## src/rtl/counter_run_ctrl.sv

```systemverilog
// W-bit counter run controller: load, count up/down, stop or reload at a terminal value.
// Optional prescaler enabled by defining CNT_PRESCALE_EN.
module counter_run_ctrl #(
   parameter int W     = 4,
   parameter int PRE_W = 8
) (
   input  logic             clk,
   input  logic             rst,
   input  logic             start,
   input  logic             stop,
   input  logic             pause,
   input  logic             mode_up,
   input  logic             one_shot,
   input  logic [W-1:0]     load_val,
   input  logic [W-1:0]     term_val,
`ifdef CNT_PRESCALE_EN
   input  logic [PRE_W-1:0] presc_div,
`endif
   output logic [W-1:0]     count,
   output logic             busy,
   output logic             done,
   output logic             wrap
);

   typedef enum logic [1:0] {
      IDLE  = 2'd0,
      RUN   = 2'd1,
      PAUSE = 2'd2,
      DONE  = 2'd3
   } state_t;

   state_t       state, state_n;
   logic [W-1:0] count_n;
   logic         busy_n, done_n, wrap_n;

   logic         up_q, os_q;
   logic [W-1:0] load_q, term_q;
   logic         cfg_en;
   logic         step;
   logic         presc_clr;

`ifdef CNT_PRESCALE_EN
   logic [PRE_W-1:0] div_q;
   logic [PRE_W-1:0] presc, presc_n;

   assign step = (presc == div_q);
`else
   logic [PRE_W-1:0] unused_presc;

   assign unused_presc = '0;
   assign step         = 1'b1;
`endif

   always_ff @(posedge clk) begin
      if (rst) begin
         state <= IDLE;
         count <= '0;
         busy  <= 1'b0;
         done  <= 1'b0;
         wrap  <= 1'b0;
      end else begin
         state <= state_n;
         count <= count_n;
         busy  <= busy_n;
         done  <= done_n;
         wrap  <= wrap_n;
      end
   end

   // Configuration is captured only at an accepted start
   always_ff @(posedge clk) begin
      if (rst) begin
         up_q   <= 1'b0;
         os_q   <= 1'b0;
         load_q <= '0;
         term_q <= '0;
      end else if (cfg_en) begin
         up_q   <= mode_up;
         os_q   <= one_shot;
         load_q <= load_val;
         term_q <= term_val;
      end
   end

`ifdef CNT_PRESCALE_EN
   always_ff @(posedge clk) begin
      if (rst) begin
         div_q <= '0;
         presc <= '0;
      end else begin
         if (cfg_en)
            div_q <= presc_div;
         presc <= presc_n;
      end
   end

   always_comb begin
      presc_n = presc;
      if (presc_clr)
         presc_n = '0;
      else if ((state == RUN || state == PAUSE) && !pause)
         presc_n = step ? '0 : presc + 1'b1;
   end
`endif

   always_comb begin
      state_n   = state;
      count_n   = count;
      done_n    = 1'b0;
      wrap_n    = 1'b0;
      cfg_en    = 1'b0;
      presc_clr = 1'b0;
      unique case (state)
         IDLE: begin
            if (start && !stop) begin
               state_n   = RUN;
               count_n   = load_val;
               cfg_en    = 1'b1;
               presc_clr = 1'b1;
            end
         end
         RUN, PAUSE: begin
            if (stop) begin
               state_n   = IDLE;
               presc_clr = 1'b1;
            end else if (pause) begin
               state_n = PAUSE;
            end else begin
               state_n = RUN;
               if (step) begin
                  if (count == term_q) begin
                     presc_clr = 1'b1;
                     if (os_q) begin
                        state_n = DONE;
                        done_n  = 1'b1;
                     end else begin
                        count_n = load_q;
                        wrap_n  = 1'b1;
                     end
                  end else begin
                     count_n = up_q ? count + 1'b1 : count - 1'b1;
                  end
               end
            end
         end
         DONE: begin
            state_n   = IDLE;
            presc_clr = 1'b1;
         end
         default: state_n = IDLE;
      endcase
      busy_n = (state_n == RUN) || (state_n == PAUSE);
   end

endmodule

```

## config.mk

```make
export PLATFORM = sky130hd
export DESIGN_NAME = counter_run_ctrl
export DESIGN_NICKNAME = d
export VERILOG_FILES = /design/src/rtl/counter_run_ctrl.sv
export SDC_FILE = /design/constraint.sdc
export NUM_CORES = 1
export LEC_CHECK = 0
export CORE_MARGIN = 2
export CORE_UTILIZATION = 30
export CTS_BUF_LIST = sky130_fd_sc_hd__clkbuf_4 sky130_fd_sc_hd__clkbuf_8
export CTS_CLUSTER_DIAMETER = 30
export CTS_CLUSTER_SIZE = 20
export DETAILED_ROUTE_END_ITERATION = 7
export HOLD_SLACK_MARGIN = 0.1
export PLACE_DENSITY_LB_ADDON = 0.1
export SLEW_MARGIN = 20
export SYNTH_ARGS = -nofsm -noshare
export SYNTH_HDL_FRONTEND = slang
export SYNTH_SLANG_ARGS = --single-unit
```

## constraint.sdc

```tcl
create_clock -name clk -period 2.2 [get_ports clk]
set_input_delay 0.22 -clock clk [delete_from_list [all_inputs] [get_ports clk]]
set_output_delay 0.22 -clock clk [all_outputs]
set_load 0.01 [all_outputs]
```

==> metrics.md <==
| Metric | Value |
|---|---|
| Cts repair resizes | `0` |
| WP data required | `2430 ps` |
| Setup Viol. Count Final | `0` |
| Via density | `4.65` |
| Drt wl/cell | `12.5 µm` |
| Most frequent cells in the layout | `21 x clkdlybuf4s50_1, 19 x dfxtp_1, 17 x nand2_1, 14 x a21oi_1, 9 x nand3_1` |
| DPL Wire Length | `1780 µm` |
| Initial antenna violation count | `0` |
| Clock root buffer | `clkbuf_4` |
| Starting density of the core | `between 30% and 40%` |
| FF+latch count, synth | `19` |
| Clock Sinks | `19` |
| ANT cells | `0` |
| Avg Synthesized Cell Area | `8.80 µm²` |
| Area of the mapped netlist | `between 0.001 and 0.0015 mm²` |
| Skew-Pair Late Insertion Delay | `between 200 and 300 ps` |
| Power, Total | `roughly 790 µW` |
| Final Hold Fails | `0` |
| 1st-pass router iterations | `4` |
| Area grow syn2layout | `29.5%` |
| Post-synth EDFFs | `0` |
| Drc violations | `0` |
| Worst hold path class | `flop to flop` |
| Async SR Flop Fraction | `0%` |
| MaxCap Viol Count | `0` |
| Register area share after synthesis | `37.3%` |
| Syn nets | `135` |
| Final Critical Period | `around 2000 ps` |
| Overflow left after global routing | `0` |
| Post-CTS Setup Bufs | `0` |
| Yosys cell types | `32` |
| Sequential cell area | `about 380 µm²` |
| Tcrit/Tclk final | `~89%` |
| Layout cell share with drive strength beyond 1 | `13.7%` |
| Vias in the first global route | `897` |
| Main synth FF type | `dfxtp_1` |
| Routability cong. | `0.778` |
| Routed wire length | `2320 µm` |
| Worst setup EP type | `flop` |
| Met3 Use GR | `under 10%` |
| Io pins | `22` |
| CTS H-Tree Depth | `1` |
| Met1 Use GR | `around 17%` |
| Synth warn | `0` |
| Static leakage | `between 0.4 and 0.5 nW` |
| Arr. time, crit path | `2190 ps` |
| Largest net degree at the start of global routing | `18` |
| DRT iter0 DRCs | `21` |
| Global-route wire length before repair | `4090 µm` |
| Synthesized instance count | `116` |
| Tightest Pin Transition | `just under 500 ps` |
| Max Clock Skew | `1.11 ps` |
| Row count | `21` |
| Number of clock buffers inserted by TritonCTS | `3` |
| Setup tns final | `0 ps` |
| DIE AREA | `between 0.003 and 0.004 mm²` |
| Hold buffer count at CTS | `0` |
| Die H | `62.3 µm` |
| VDD IR-drop max | `0.289 mV` |
| RSZ-0062 raised after global routing | `false` |
| Worst setup path category | `flop to flop` |
| Rel. slew slack | `67.9%` |
| CTS tree | `yes` |
| Horiz. Die Dim | `just over 60 µm` |
| Number of port buffers | `21` |
| Clock Tree Buf Depth | `2` |
| Core ar. | `0.00331 mm²` |
| Total power per unit cell area | `~600 mW/mm²` |
| Filler Cells Inserted | `between 300 and 400` |
| Worst-path clk slew | `110 ps` |
| Busiest layer in global routing | `met2` |
| Most common cell after layout, fill and taps aside | `clkdlybuf4s50_1` |
| Status | `finished, final reports clean` |
| Max-slew violation count | `0` |
| Nets@finish | `159` |
| Met2 GRT Util | `22.3%` |
| Setup crit start kind | `flop` |
| Fmax | `509 MHz` |
| Largest fanout on the critical path | `13` |
| Post-route ant nets | `0` |
| Footprint of the multi-input gates | `584 µm²` |
| Gr usage total | `13.2%` |
| DR vias | `860` |
layout make-up:
class / count / area share (%)
tap: 46 / 4.35
timing repair buffer: 25 / 18.2
multi-input combinational: 83 / 44.2
sequential: 19 / 28.8
inverter: 8 / 2.27
clock buffer: 4 / 2.27
logic make-up after synthesis:
family,Yosys count,share of synthesized area [%]
xor gates and xnor gates,8,9.80
buffers and inverters,14,5.51
and+or+nand+nor,41,20.5
AOI/OAI and AO/OA,28,19.4
muxes,2,1.96
adders and majority gates,4,5.64
DFF,19,37.3
power by group:
group	internal (mW)	switching [mW]	total, mW
Sequential	0.363	0.0207	0.383
Combinational	0.113	0.112	0.225
Clock	0.0827	0.104	0.186
Total	0.558	0.236	0.795
critical path, stage by stage, from the launching register on:
cell	delay (ps)
dfxtp_1	350
inv_1	50
ha_1	580
nand2b_4	80
a221oi_2	250
o21ai_2	170
a211o_1	300
a21oi_1	120
cell usage after synthesis, types with 2 or more instances:
library cell / n / area [µm²]
nor2b_1: 2 / 12.5
dfxtp_1: 19 / 380
nand2_1: 17 / 63.8
ha_1: 3 / 37.5
nand3_1: 9 / 45.0
a21oi_1: 14 / 70.1
a221oi_2: 2 / 30.0
buf_2: 3 / 15.0
nor2_1: 8 / 30.0
clkbuf_1: 3 / 11.3
xnor2_2: 4 / 65.1
mux2i_1: 2 / 20.0
inv_1: 8 / 30.0
xnor2_1: 4 / 35.0
flip-flops by register name (all words and copies together), names as in the netlist:
| name | cells |
|---|---|
| count | 4 |
| load_q | 4 |
| term_q | 4 |
| state | 2 |
| busy | 1 |
| done | 1 |
| os_q | 1 |
| up_q | 1 |
| wrap | 1 |
worst paths after layout:
check | start | to | slack (ps) | depth (start not counted)
max reg2reg | state[0]$_SDFF_PP0_ | count[1]$_SDFFE_PP0P_ | 240 | 7
min reg2reg | load_q[0]$_SDFFE_PP0P_ | load_q[0]$_SDFFE_PP0P_ | 470 | 2
min | load_q[0]$_SDFFE_PP0P_ | load_q[0]$_SDFFE_PP0P_ | 470 | 2
max | state[0]$_SDFF_PP0_ | count[1]$_SDFFE_PP0P_ | 240 | 7
metal layers:
metal  vias to the layer above  routed length (µm)
met5                         -                   0
met3                         2                  75
li1                        447                   -
met2                        13                1110
met1                       398                1110
met4                         0                  20
per-stage QoR:
| stage | setup WS, ps | hold WS [ps] | std cells | utilization, % | cell area, µm² |
|---|---|---|---|---|---|
| 2_1_floorplan | 536 | 367 | 116 | - | 1020 |
| 3_3_place_gp | 343 | 453 | 181 | 39.0 | 1290 |
| 3_5_place_dp | 275 | 453 | 181 | 39.0 | 1290 |
| 4_1_cts | 224 | 468 | 185 | 39.9 | 1320 |
| 5_1_grt | 66.0 | 489 | 185 | 39.9 | 1320 |
| 6_report | 236 | 465 | 185 | 39.9 | 1320 |
Power figures use the tool's default switching activity.
